$ cat config.mk
export PLATFORM = sky130hd
export DESIGN_NAME = wb_stage
export DESIGN_NICKNAME = d
export VERILOG_FILES = /design/src/rtl/wb_stage.sv
export SDC_FILE = /design/constraint.sdc
export NUM_CORES = 1
export LEC_CHECK = 0
export CORE_MARGIN = 2
export CORE_UTILIZATION = 35
export CTS_BUF_LIST = sky130_fd_sc_hd__clkbuf_8
export CTS_CLUSTER_DIAMETER = 120
export CTS_CLUSTER_SIZE = 28
export DETAILED_ROUTE_END_ITERATION = 12
export PLACE_DENSITY_LB_ADDON = 0.15
export SYNTH_ARGS = -nofsm -noshare
export SYNTH_HDL_FRONTEND = slang
export SYNTH_SLANG_ARGS = --single-unit
$ cat constraint.sdc
create_clock -name Clk -period 4.37 [get_ports Clk]
set_clock_uncertainty 0.1 [all_clocks]
set_input_delay 1.0925 -clock Clk [delete_from_list [all_inputs] [get_ports Clk]]
set_output_delay 1.0925 -clock Clk [all_outputs]
set_load 0.02 [all_outputs]
$ cat src/rtl/wb_stage.sv
// -----------------------------------------------------------------------------
// wb_stage
// Writeback stage of the five-stage MIPS pipeline. It registers the M-stage
// result, does load byte/half extraction and extension before the register,
// picks the GRF write value and drives the GRF write port. The same registered
// A3/WD3/WE3 are used by the forwarding network. It also counts retired
// (valid, captured) instructions.
//
// Ports
//   Clk, Reset      rising-edge clock, synchronous active-high reset
//   M_Valid_In      M stage holds a real instruction (0 = bubble)
//   M_Pc_In         word-index PC (byte address = 32'h3000 + (Pc << 2))
//   M_We3_In        instruction writes a GPR
//   M_A3_In         destination register
//   M_Wsel_In       write source: 0 ALU, 1 memory, 2 link, 3 ALU
//   M_Alu_In        ALU/MDU result
//   M_Mem_In        aligned word read from data memory
//   M_Addr_Lo_In    low two bits of the load byte address
//   M_Ld_Type_In    0 lw, 1 lb, 2 lbu, 3 lh, 4 lhu, 5-7 lw
//   Flush_In        capture a bubble instead of the M instruction
//   Pc_Out          W-stage PC
//   A3_Out          GRF write address (0 when no write)
//   Wd3_Out         GRF write data (0 when no write)
//   We3_Out         GRF write enable ($0 writes already suppressed)
//   Retire_Cnt_Out  valid instructions captured since reset (wraps)
//
// Optional feature: define WB_TRACE_EN to print a write trace line for each
// GRF write. Hardware behaviour is identical with or without it.
// -----------------------------------------------------------------------------
module wb_stage (
   input  logic        Clk,
   input  logic        Reset,
   input  logic        M_Valid_In,
   input  logic [31:0] M_Pc_In,
   input  logic        M_We3_In,
   input  logic [4:0]  M_A3_In,
   input  logic [1:0]  M_Wsel_In,
   input  logic [31:0] M_Alu_In,
   input  logic [31:0] M_Mem_In,
   input  logic [1:0]  M_Addr_Lo_In,
   input  logic [2:0]  M_Ld_Type_In,
   input  logic        Flush_In,
   output logic [31:0] Pc_Out,
   output logic [4:0]  A3_Out,
   output logic [31:0] Wd3_Out,
   output logic        We3_Out,
   output logic [31:0] Retire_Cnt_Out
);

   logic [31:0] pc_q, pc_d;
   logic [4:0]  a3_q, a3_d;
   logic [31:0] wd3_q, wd3_d;
   logic        we3_q, we3_d;
   logic [31:0] retire_cnt_q, retire_cnt_d;

   logic        capture_s;
   logic        we_eff_s;
   logic [31:0] load_s;
   logic [31:0] link_s;
   logic [31:0] src_s;

   // Byte/half selection and extension of the aligned load word.
   function automatic logic [31:0] extract_load(input logic [31:0] word,
                                                input logic [1:0]  lo,
                                                input logic [2:0]  ty);
      logic [7:0]  b;
      logic [15:0] h;
      case (lo)
         2'd0:    b = word[7:0];
         2'd1:    b = word[15:8];
         2'd2:    b = word[23:16];
         2'd3:    b = word[31:24];
         default: b = word[7:0];
      endcase
      // Half select ignores lo[0]; misaligned halves are not trapped here.
      if (lo[1]) begin
         h = word[31:16];
      end else begin
         h = word[15:0];
      end
      case (ty)
         3'd1:    extract_load = {{24{b[7]}}, b};
         3'd2:    extract_load = {24'd0, b};
         3'd3:    extract_load = {{16{h[15]}}, h};
         3'd4:    extract_load = {16'd0, h};
         default: extract_load = word;
      endcase
   endfunction

   // Next-state: source selection, $0 suppression, bubble handling, counter.
   always_comb begin
      capture_s    = M_Valid_In & ~Flush_In;
      we_eff_s     = M_We3_In & (M_A3_In != 5'd0);
      load_s       = extract_load(M_Mem_In, M_Addr_Lo_In, M_Ld_Type_In);
      // Link address wraps mod 2^32 naturally in 32-bit arithmetic.
      link_s       = 32'h0000_3000 + ((M_Pc_In + 32'd2) << 2);
      case (M_Wsel_In)
         2'd1:    src_s = load_s;
         2'd2:    src_s = link_s;
         default: src_s = M_Alu_In;
      endcase
      pc_d         = 32'd0;
      a3_d         = 5'd0;
      wd3_d        = 32'd0;
      we3_d        = 1'b0;
      retire_cnt_d = retire_cnt_q;
      if (capture_s) begin
         pc_d         = M_Pc_In;
         we3_d        = we_eff_s;
         retire_cnt_d = retire_cnt_q + 32'd1;
         if (we_eff_s) begin
            a3_d  = M_A3_In;
            wd3_d = src_s;
         end else begin
            a3_d  = 5'd0;
            wd3_d = 32'd0;
         end
      end else begin
         pc_d         = 32'd0;
         we3_d        = 1'b0;
         retire_cnt_d = retire_cnt_q;
      end
   end

   // W-stage registers; reset wins over flush and capture.
   always_ff @(posedge Clk) begin
      if (Reset) begin
         pc_q         <= 32'd0;
         a3_q         <= 5'd0;
         wd3_q        <= 32'd0;
         we3_q        <= 1'b0;
         retire_cnt_q <= 32'd0;
      end else begin
         pc_q         <= pc_d;
         a3_q         <= a3_d;
         wd3_q        <= wd3_d;
         we3_q        <= we3_d;
         retire_cnt_q <= retire_cnt_d;
      end
   end

   assign Pc_Out         = pc_q;
   assign A3_Out         = a3_q;
   assign Wd3_Out        = wd3_q;
   assign We3_Out        = we3_q;
   assign Retire_Cnt_Out = retire_cnt_q;

`ifdef WB_TRACE_EN
   // Trace of the write the GRF commits at this edge.
   always @(posedge Clk) begin
      if (!Reset && we3_q) begin
         $display("%d@%h: $%d <= %h", $time, 32'h0000_3000 + (pc_q << 2), a3_q, wd3_q);
      end
   end
`else
`endif

endmodule

; ---- Word level (Yosys, flattened, before mapping)
; Cells that the tools add are included.
[op_classes]
addsub = 3
mul = 0
n_div = 0
magnitude_cmp = 0
n_eq_ne = 9
shift = 0
mux = 4
n_bitwise = 5
n_reduce_logical = 4
[ops]
columns = op, n
row1 = $pmux W32 S4, 1
row2 = $pmux W32 S2, 1
row3 = $add A14 B32 Y32 const A, 1
row4 = $add A32 B1 Y32 const B, 1
row5 = $pmux W8 S4, 1
row6 = $add A30 B2 Y30 const B, 1
row7 = $mux W16, 1
row8 = $eq A2 B2 Y1 const B, 3
row9 = $eq A3 B2 Y1 const B, 2
row10 = $reduce_bool A5 Y1, 1
row11 = $eq A2 B1 Y1 const B, 2
row12 = $eq A3 B1 Y1 const B, 1
row13 = $eq A3 B3 Y1 const B, 1
row14 = $not A1 Y1, 3
row15 = $reduce_or A3 Y1, 1
row16 = $and A1 B1 Y1, 2
row17 = $logic_not A2 Y1, 1
row18 = $reduce_or A2 Y1, 1
[word_totals]
register_bits = 102
latch_bits = 0
ramBits = 0
mem_bits_ro = 0
output_inout_bits = 102
mem_count = 0

; ---- Longest topological paths before layout
; Gate-level depths: netlist (run 1).
[depth]
ltp_word = 4
depth_mapped = 13

; ---- Worst setup path before layout (run 1)
; No wires, ideal clock.
[synth_path]
path_kind = input -> register
startpoint = input port M_Pc_In[1]
endpoint = register wd3_q[30] (netlist: Wd3_Out[30])
t_arrival_ns = 3.713
required_ns = 4.148
path_slack_ns = 0.436
cell_stages = 13
n_path_buf = 2
path_cell_list = ha_1 buf_2 nand4_1 nor2_1 nand4_1 xor2_1 ha_1 or3_1 clkbuf_2 or2_1 or4b_1 a311oi_1 nor2_1
[synth_between]
elab_chain_len = 3
[synth_rtl]
columns = element, line_no
row1 = "start, declared", 34  ; input logic [31:0] M_Pc_In,
row2 = $add A30 B2 Y30, 96  ; link_s = 32'h0000_3000 + ((M_Pc_In + 32'd2) << 2);
row3 = $add A14 B32 Y32, 96
row4 = $pmux W32 S2, 97  ; case (M_Wsel_In)
row5 = "end signal, assigned", 136  ; wd3_q <= wd3_d;
row6 = "end, declared", 52  ; logic [31:0] wd3_q, wd3_d;
; No other way between the ends.
; A chain may end at the register's enable or synchronous reset.

; ---- Final worst setup path (run 1)
[layout_path]
startpoint = input port M_Pc_In[2]
endpoint = register wd3_q[30] (netlist: Wd3_Out[30])
; The elaborated chain is that of the path after synthesis.

==> results.py, run 1 <==
metrics = {
    "detailed_routing": {
        "wl_mm": 19.7,
        "first_pass_iters": 7,
        "drt-wirelength-per-cell_microns": 17.8,
        "avgViaCountPerCell": 5.19,
        "ant_nets": 0,
        "drcViolationCount": 0,
        "detail_route.iter0.violations": 342,
        "vias": 5760,
    },
    "clock_network": {
        "clkTransAtPathRegs_ns": 0.11,
        "cts_resized": 0,
        "cts_tree": "built",
        "insertion_delay_ns": 0.38,
        "cts_buffer_depth": 2,
        "cts_setup_buffers": 0,
        "htree_levels": 3,
        "cts-hold-fix-buffers": 0,
        "cts_sinks": 102,
        "cts-root-buf": "clkbuf_8",
        "numCtsBuffers": 9,
    },
    "synthesis": {
        "async_flop_share_pct": 0,
        "ys_ff_latch": 102,
        "synth_area_sq_um": 5480,
        "synth_edf_count": 0,
        "ys_types": 71,
        "synth-seq-area-share_pct": 37.3,
        "synth_nets": 775,
        "avgSynthCellArea_sq_um": 8.34,
        "yosys_warnings": 0,
        "synth_cells": 657,
        "synth_ff_type": "dfxtp_1",
    },
    "pwr": {
        "p_int_mw": 1.43,
        "powerDensity_nw_per_um2": 240,
        "ir_drop_v": 0.000137,
        "p_comb_share_pct": 21.8,
        "p_switching_mw": 0.567,
        "design_power_total_mw": 2.00,
        "p_clk_share_pct": 30.6,
        "p_sw_share_pct": 28.4,
        "power_frac_seq_pct": 47.6,
        "p_leak_nw": 3.01,
    },
    "cells_and_area": {
        "area_growth_pct": 51.7,
        "nNetsFinal": 1012,
        "drive_gt1_share_pct": 10.0,
        "antenna_cells": 0,
        "final_core_util_pct": 54.5,
    },
    "min_path": {
        "hold_path_startpoint": "Retire_Cnt_Out[15]",
        "min_path_cells": 2,
        "hold_class": "reg2reg",
        "worstHoldEndpoint": "Retire_Cnt_Out[15]",
    },
    "critical_path": {
        "path_class": "in2reg",
        "crit_required_ns": 4.54,
        "critPathCaptureType": "flip-flop",
        "rr_endpoint": "Retire_Cnt_Out[29]",
        "reg2regPathDepth": 7,
        "cp.arrival_ns": 4.15,
        "reg2reg_from": "Retire_Cnt_Out[11]",
        "cp-start-kind": "input pin",
        "path_max_fanout": 3,
        "timing.reg2reg.setup_slack_ns": 2.13,
    },
    "global_routing": {
        "grt_busiest_layer": "met2",
        "use_met3_pct": 3.51,
        "grt_pass1_wl_mm": 30.5,
        "grt_max_degree": 36,
        "grt_antenna_before_repair": 0,
        "grt_pass1_vias": 5821,
        "grt_use_met1_pct": 29.5,
        "grt_use_total_pct": 23.4,
        "grt_overflow_total": 0,
        "grtUsageMet2_pct": 40.8,
    },
    "floorplanning": {
        "num_rows": 45,
        "coreArea_sq_um": 15300,
        "die_y_microns": 129,
        "die_w_microns": 129,
        "start_util_pct": 35.9,
        "pin_count": 215,
        "die-area_sq_um": 16700,
    },
    "sta": {
        "fin_crit_ns": 3.98,
        "timing.fmax_mhz": 251,
        "slew_headroom_pct": 54.0,
        "hold_viol": 0,
        "worstMarginPinSlew_ns": 0.690,
        "drv_slew": 0,
        "finalSetupViolCount": 0,
        "setup_tns_ns": 0,
        "period_share_pct": 91.2,
        "rsz0062_at_grt": "false",
    },
    "placement": {
        "post-dp-hpwl_mm": 16.0,
        "port_buffers": 214,
        "gp_congestion": 0.923,
    },
    "run_status": {
        "outcome": "complete, no violations",
    },
    "run": {
        "drv_cap": 0,
    },
}
[stage by stage]
| stage | cells | setup WS [ns] | hold WS, ns | cell area [sq um] |
|---|---|---|---|---|
| after CTS | 1109 | 0.405 | 0.408 | 8320 |
| after detailed placement | 1094 | 0.00581 | 0.393 | 8120 |
| after global routing | 1109 | 0.176 | 0.447 | 8320 |
| after global placement | 1094 | 0.0732 | 0.377 | 8120 |
| after floorplan | 657 | 0.436 | 0.466 | 5480 |
| final | 1109 | 0.386 | 0.410 | 8320 |
[worst max-delay path by stage]
stage | start | endpoint | slack (ns) | cells after the start
detailed placement | M_Pc_In[4] | Wd3_Out[30] | 0.006 | 10
global route | M_Pc_In[2] | Wd3_Out[30] | 0.18 | 12
floorplan | M_Pc_In[1] | Wd3_Out[30] | 0.44 | 13
finish | M_Pc_In[2] | Wd3_Out[30] | 0.39 | 12
CTS | M_Pc_In[4] | Wd3_Out[30] | 0.41 | 10
global placement | M_Pc_In[1] | Wd3_Out[30] | 0.07 | 12
[sequential cells by signal, summed over array words and instances (netlist names)]
| register | cells |
|---|---|
| Pc_Out | 32 |
| Retire_Cnt_Out | 32 |
| Wd3_Out | 32 |
| A3_Out | 5 |
| We3_Out | 1 |
[layout by cell type (no fill, tap or decap), types with 20 or more instances in the layout]
master / count
nand2_1: 48
nor2_1: 79
nor3_1: 20
xor2_1: 28
a21oi_1: 21
buf_4: 53
clkdlybuf4s50_1: 214
o21ai_0: 36
and2_1: 39
xnor2_1: 28
dfxtp_1: 102
[synthesized netlist by cell type (11+ instances only)]
master	n	area, sq um
and3_1	15	93.8
clkbuf_1	30	113
nand3_1	18	90.1
o21ai_0	36	180
dfxtp_1	102	2040
xnor2_1	28	245
nor2_1	79	297
xor2_1	28	245
nand4_1	15	93.8
nand2_1	48	180
nor3_1	20	100
a21oi_1	21	105
a221oi_1	17	149
and2_1	39	244
a31oi_1	11	68.8
[final cells by class]
class	count	area, sq um
clock buffers	9	124
inverters	10	37.5
repair buffers	267	2540
well taps	211	264
multi-input cells	504	3240
clock inverters	6	71.3
fillers	1408	6940
flip-flops and latches	102	2040
[power groups by stage]
| stage | clock [mW] | sequential, mW | combinational, mW |
|---|---|---|---|
| final | 0.612 | 0.951 | 0.435 |
| after detailed placement | 0 | 0.972 | 0.433 |
| after global routing | 0.670 | 0.953 | 0.470 |
| after floorplan | 0 | 0.992 | 0.173 |
| after CTS | 0.628 | 0.951 | 0.435 |
| after global placement | 0 | 0.972 | 0.431 |
[logic make-up (layout without fill, tap and decap cells)]
family | count (synthesis) | in the layout | synth area share (%)
and+or+nand+nor | 293 | 293 | 29.1
AOI/OAI and AO/OA | 137 | 137 | 17.3
DFF | 102 | 102 | 37.3
xor gates and xnor gates | 56 | 56 | 8.95
buffers and inverters | 51 | 292 | 3.70
muxes | 13 | 13 | 2.65
adders and majority gates | 5 | 5 | 1.14
[per-layer routing]
layer,wire length (microns),share of wire [%],vias to the layer above
li1,-,-,2830
met1,8380,42,2697
met2,9780,50,200
met4,598,3.0,0
met5,0,0,-
met3,987,5.0,33
[worst max-delay path, cell delays in order]
cell and delay, ns:
clkdlybuf4s50_1 0.50, ha_1 0.17, nand4_1 0.13, nor2_1 0.17, nand4_1 0.13, xor2_1 0.16
ha_1 0.24, or3_1 0.41, or2_1 0.24, or4b_1 0.52, a311oi_1 0.32, nor2_1 0.08
Power figures use the tool's default switching activity.
==> run 2: changes to the inputs <==
--- a/config.mk
+++ b/config.mk
@@ -11,6 +11,7 @@
 export CTS_CLUSTER_DIAMETER = 120
 export CTS_CLUSTER_SIZE = 28
 export DETAILED_ROUTE_END_ITERATION = 12
+export GPL_ROUTABILITY_DRIVEN = 0
 export PLACE_DENSITY_LB_ADDON = 0.15
 export SYNTH_ARGS = -nofsm -noshare
 export SYNTH_HDL_FRONTEND = slang
==> run 2 against run 1 <==
  * Design area about the same
  * Non-clock buffer count shrank 2
  * Via count up 1.4%
  * Clock-buffer cell count up 1
  * Sequential power about the same
  * Utilization about the same
  * Fmax is essentially flat
  * Worst setup slack gained 0.0038 ns
  * First-iteration DRC count rose by 34%
  * Critical path type unchanged
  * Largest cell class unchanged
  * Highest routed layer unchanged
==> results.py, run 2 (synthesis results as in run 1) <==
metrics = {
    "pwr": {
        "powerDensity_nw_per_um2": 239,
        "ir_drop_v": 0.000167,
        "design_power_total_mw": 1.99,
        "p_leak_nw": 3.01,
    },
    "run": {
        "drv_cap": 0,
    },
    "cells_and_area": {
        "antenna_cells": 0,
        "layout_common_cells": "214 x clkdlybuf4s50_1, 102 x dfxtp_1, 79 x nor2_1, 51 x buf_4, 48 x nand2_1",
        "multi_input_comb_area_sq_um": 3240,
        "area_growth_pct": 51.7,
        "nFillCells": 1463,
        "final_common_cell": "clkdlybuf4s50_1",
        "stdcell_count": 1108,
        "nNetsFinal": 1010,
        "ff_latch_area_sq_um": 2040,
        "drive_gt1_share_pct": 9.92,
    },
    "critical_path": {
        "path_class": "in2reg",
        "path_cells": "clkdlybuf4s50_1, ha_1, nand4_1, nor2_1, nand4_1, xor2_1, ha_1, or3_1, or2_1, or4b_1, a311oi_1, nor2_1",
        "cp.arrival_ns": 4.16,
        "slowest_delay_ns": 0.51,
        "path_max_fanout": 3,
        "cp-start-kind": "input pin",
        "crit_required_ns": 4.55,
        "critPathCaptureType": "flip-flop",
        "cpMaxStageDelayCell": "or4b_1",
    },
    "clock_network": {
        "cts_setup_buffers": 0,
        "cts_tree": "built",
        "cts-root-buf": "clkbuf_8",
        "insertion_delay_ns": 0.40,
        "clkTransAtPathRegs_ns": 0.11,
        "numCtsBuffers": 9,
        "cts_buffer_depth": 2,
        "htree_levels": 3,
        "cts-hold-fix-buffers": 0,
        "cts_resized": 0,
        "cts_sinks": 102,
    },
    "detailed_routing": {
        "drcViolationCount": 0,
        "ant_nets": 0,
        "wl_mm": 19.3,
        "detail_route.iter0.violations": 459,
        "vias": 5838,
        "avgViaCountPerCell": 5.27,
        "drt-wirelength-per-cell_microns": 17.4,
        "first_pass_iters": 5,
    },
    "sta": {
        "timing.fmax_mhz": 251,
        "rsz0062_at_grt": "false",
        "whs_ns": 0.403,
        "period_share_pct": 91.1,
        "fin_crit_ns": 3.98,
        "slew_headroom_pct": 11.2,
        "worstMarginPinSlew_ns": 1.31,
        "drv_slew": 0,
        "hold_viol": 0,
        "finalSetupViolCount": 0,
        "worst_slack_ns": 0.390,
    },
    "global_routing": {
        "grt_max_degree": 36,
        "grt_use_total_pct": 22.9,
        "grt_use_met1_pct": 28.2,
        "use_met3_pct": 4.58,
        "grt_pass1_vias": 5691,
        "grtUsageMet2_pct": 40.1,
        "grt_overflow_total": 0,
        "grt_antenna_before_repair": 0,
        "grt_pass1_wl_mm": 29.9,
        "grt_busiest_layer": "met2",
    },
    "floorplanning": {
        "start_util_pct": 35.9,
        "coreArea_sq_um": 15300,
        "pin_count": 215,
        "die_y_microns": 129,
        "die_w_microns": 129,
        "die-area_sq_um": 16700,
        "num_rows": 45,
    },
    "placement": {
        "port_buffers": 214,
        "dp_slack_ns": -0.00610,
        "post-dp-hpwl_mm": 15.4,
        "dp_cells": 1092,
    },
    "min_path": {
        "hold_class": "reg2reg",
    },
    "run_status": {
        "outcome": "complete, no violations",
    },
}
==> run 2: final cells by class <==
cell class                 instances  area share (%)
clock inverter                     6           0.813
inverter                          10           0.452
timing repair buffer             265            30.4
multi-input combinational        504            39.0
tap                              211            3.18
sequential                       102            24.6
clock buffer                      10            1.66
==> run 2: routing by layer <==
layer / routed length (microns) / part of all wire, %
met5: 0 / 0
met4: 409 / 2.1
met3: 1340 / 6.9
met2: 9520 / 49
met1: 8030 / 42
==> run 2: worst max-delay path: cells and delay by family <==
family	cells	cell delay (ns)
AOI/OAI and AO/OA	1	0.29
xor gates and xnor gates	1	0.17
adders and majority gates	2	0.41
buffers and inverters	1	0.50
and+or+nand+nor	7	1.70
==> run 2: final timing paths <==
| kind | slack, ns | startpoint | to | cells past startpoint |
|---|---|---|---|---|
| worst min-delay path | 0.40 | Retire_Cnt_Out[13] | Retire_Cnt_Out[13] | 2 |
| worst min register to register | 0.40 | Retire_Cnt_Out[13] | Retire_Cnt_Out[13] | 2 |
| worst max register to register | 2.13 | Retire_Cnt_Out[4] | Retire_Cnt_Out[29] | 8 |
| worst max-delay path | 0.39 | M_Pc_In[1] | Wd3_Out[30] | 12 |
==> run 2: per-stage QoR <==
step	area (sq um)	setup TNS, ns	utilization, %
floorplan	5480	0	-
global placement	8110	0	53.1
detailed placement	8110	-0.00610	53.1
CTS	8310	0	54.5
global route	8310	0	54.5
finish	8310	0	54.5
==> run 2: power by group <==
group	internal [mW]	leakage (nW)	switching, mW
combinational	0.217	2.08	0.214
clock	0.238	0.103	0.366
sequential	0.945	0.826	0.00575
total	1.40	3.01	0.586
==> run 3: changes to the inputs <==
--- a/config.mk
+++ b/config.mk
@@ -13,6 +13,7 @@
 export DETAILED_ROUTE_END_ITERATION = 12
 export GPL_ROUTABILITY_DRIVEN = 0
 export PLACE_DENSITY_LB_ADDON = 0.15
+export SLEW_MARGIN = 20
 export SYNTH_ARGS = -nofsm -noshare
 export SYNTH_HDL_FRONTEND = slang
 export SYNTH_SLANG_ARGS = --single-unit
==> run 3 against run 2 <==
  * Fmax grew 0.74%
  * Wire length rose by 0.37%
  * Non-clock buffer count stayed put
  * Register-to-register slack about the same
  * First-iteration DRC count is 3.9% lower
  * Sequential power hardly changed
  * Flip-flop and latch count unchanged
  * Cell count did not move
==> results.py, run 3 (synthesis results as in run 1) <==
metrics = {
    "cells_and_area": {
        "nFillCells": 1452,
        "stdcell_count": 1108,
        "final_cell_area_sq_um": 8310,
        "final_common_cell": "clkdlybuf4s50_1",
        "antenna_cells": 0,
        "area_growth_pct": 51.5,
        "nNetsFinal": 1010,
        "ff_latch_area_sq_um": 2040,
        "layout_common_cells": "214 x clkdlybuf4s50_1, 102 x dfxtp_1, 79 x nor2_1, 51 x buf_4, 48 x nand2_1",
        "drive_gt1_share_pct": 10.0,
        "multi_input_comb_area_sq_um": 3250,
    },
    "sta": {
        "finalSetupViolCount": 0,
        "period_share_pct": 90.4,
        "slew_headroom_pct": 45.6,
        "worstMarginPinSlew_ns": 0.804,
        "drv_slew": 0,
        "timing.fmax_mhz": 253,
        "setup_tns_ns": 0,
        "whs_ns": 0.400,
        "hold_viol": 0,
        "fin_crit_ns": 3.95,
        "rsz0062_at_grt": "false",
    },
    "floorplanning": {
        "pin_count": 215,
        "die_y_microns": 129,
        "num_rows": 45,
        "start_util_pct": 35.9,
        "die-area_sq_um": 16700,
        "die_w_microns": 129,
        "coreArea_sq_um": 15300,
    },
    "critical_path": {
        "reg2regPathDepth": 7,
        "cp-start-kind": "input pin",
        "path_max_fanout": 3,
        "critPathCaptureType": "flip-flop",
        "cp.arrival_ns": 4.13,
        "cp-startpoint": "M_Pc_In[1]",
        "path_class": "in2reg",
        "critPathCapture": "Wd3_Out[30]",
        "timing.reg2reg.setup_slack_ns": 2.12,
        "crit_required_ns": 4.55,
        "reg2reg_from": "Retire_Cnt_Out[11]",
        "rr_endpoint": "Retire_Cnt_Out[29]",
    },
    "clock_network": {
        "numCtsBuffers": 9,
        "cts_sinks": 102,
        "insertion_delay_ns": 0.39,
        "cts_setup_buffers": 0,
        "cts-root-buf": "clkbuf_8",
        "cts_buffer_depth": 2,
        "htree_levels": 3,
        "clkTransAtPathRegs_ns": 0.10,
        "cts_resized": 0,
        "cts_tree": "built",
        "cts-hold-fix-buffers": 0,
    },
    "pwr": {
        "power_frac_seq_pct": 48.2,
        "p_leak_nw": 3.00,
        "p_clk_share_pct": 29.9,
        "ir_drop_v": 0.000128,
        "powerDensity_nw_per_um2": 237,
        "p_switching_mw": 0.564,
        "design_power_total_mw": 1.97,
        "p_comb_share_pct": 21.9,
        "p_sw_share_pct": 28.6,
        "p_int_mw": 1.41,
    },
    "detailed_routing": {
        "first_pass_iters": 5,
        "drt-wirelength-per-cell_microns": 17.5,
        "drcViolationCount": 0,
        "wl_mm": 19.4,
        "ant_nets": 0,
        "avgViaCountPerCell": 5.30,
        "vias": 5869,
        "detail_route.iter0.violations": 441,
    },
    "min_path": {
        "min_path_cells": 2,
        "hold_class": "reg2reg",
    },
    "run_status": {
        "outcome": "complete, no violations",
    },
    "placement": {
        "port_buffers": 214,
        "dp_cells": 1092,
        "placement.cell_area_sq_um": 8110,
        "post-dp-hpwl_mm": 15.4,
    },
    "global_routing": {
        "grt_use_total_pct": 23.2,
        "grt_pass1_wl_mm": 30.2,
        "grt_max_degree": 36,
        "grt_antenna_before_repair": 0,
        "grt_pass1_vias": 5749,
        "grt_overflow_total": 0,
    },
    "run": {
        "drv_cap": 0,
    },
}
run 3: worst min path at each step:
stage	startpoint	endpoint	slack [ns]
after floorplan	Retire_Cnt_Out[13]	Retire_Cnt_Out[13]	0.47
after global placement	Retire_Cnt_Out[29]	Retire_Cnt_Out[29]	0.38
after detailed placement	Retire_Cnt_Out[13]	Retire_Cnt_Out[13]	0.39
after CTS	Retire_Cnt_Out[13]	Retire_Cnt_Out[13]	0.41
after global routing	Retire_Cnt_Out[29]	Retire_Cnt_Out[29]	0.44
final	Retire_Cnt_Out[13]	Retire_Cnt_Out[13]	0.40
run 3: layout make-up:
cell class              instances  area share [%]
clock inverters                 5           0.497
flip-flops and latches        102            24.6
multi-input cells             504            39.1
inverters                      10           0.452
clock buffers                  11            1.82
repair buffers                265            30.4
well taps                     211            3.18
run 3: metal layers:
metal / share of wire [%] / global-route usage (%) / up-vias
li1: - / - / 2824
met2: 48 / 38.7 / 234
met3: 6.3 / 4.42 / 48
met4: 3.3 / 9.85 / 0
met5: 0 / 0 / -
met1: 42 / 29.2 / 2763
run 3: stage by stage:
step	setup slack, ns	utilization [%]
floorplan	0.436	-
global placement	0.0515	53.1
detailed placement	0.0257	53.2
CTS	0.422	54.4
global route	0.205	54.4
finish	0.419	54.4
run 3: power by group through the flow:
stage	Combinational [mW]	Sequential [mW]	Clock (mW)
4_1_cts	0.430	0.951	0.608
3_5_place_dp	0.428	0.973	0
2_1_floorplan	0.173	0.992	0
3_3_place_gp	0.423	0.972	0
6_report	0.431	0.951	0.588
5_1_grt	0.467	0.953	0.642
run 3: worst max-delay path, cell delays in order:
cell,delay [ns]
clkdlybuf4s50_1,0.49
ha_1,0.17
nand4_1,0.13
nor2_1,0.19
nand4_1,0.14
xor2_1,0.17
ha_1,0.24
or3_1,0.40
or2_1,0.23
or4b_1,0.52
a311oi_1,0.28
nor2_1,0.07
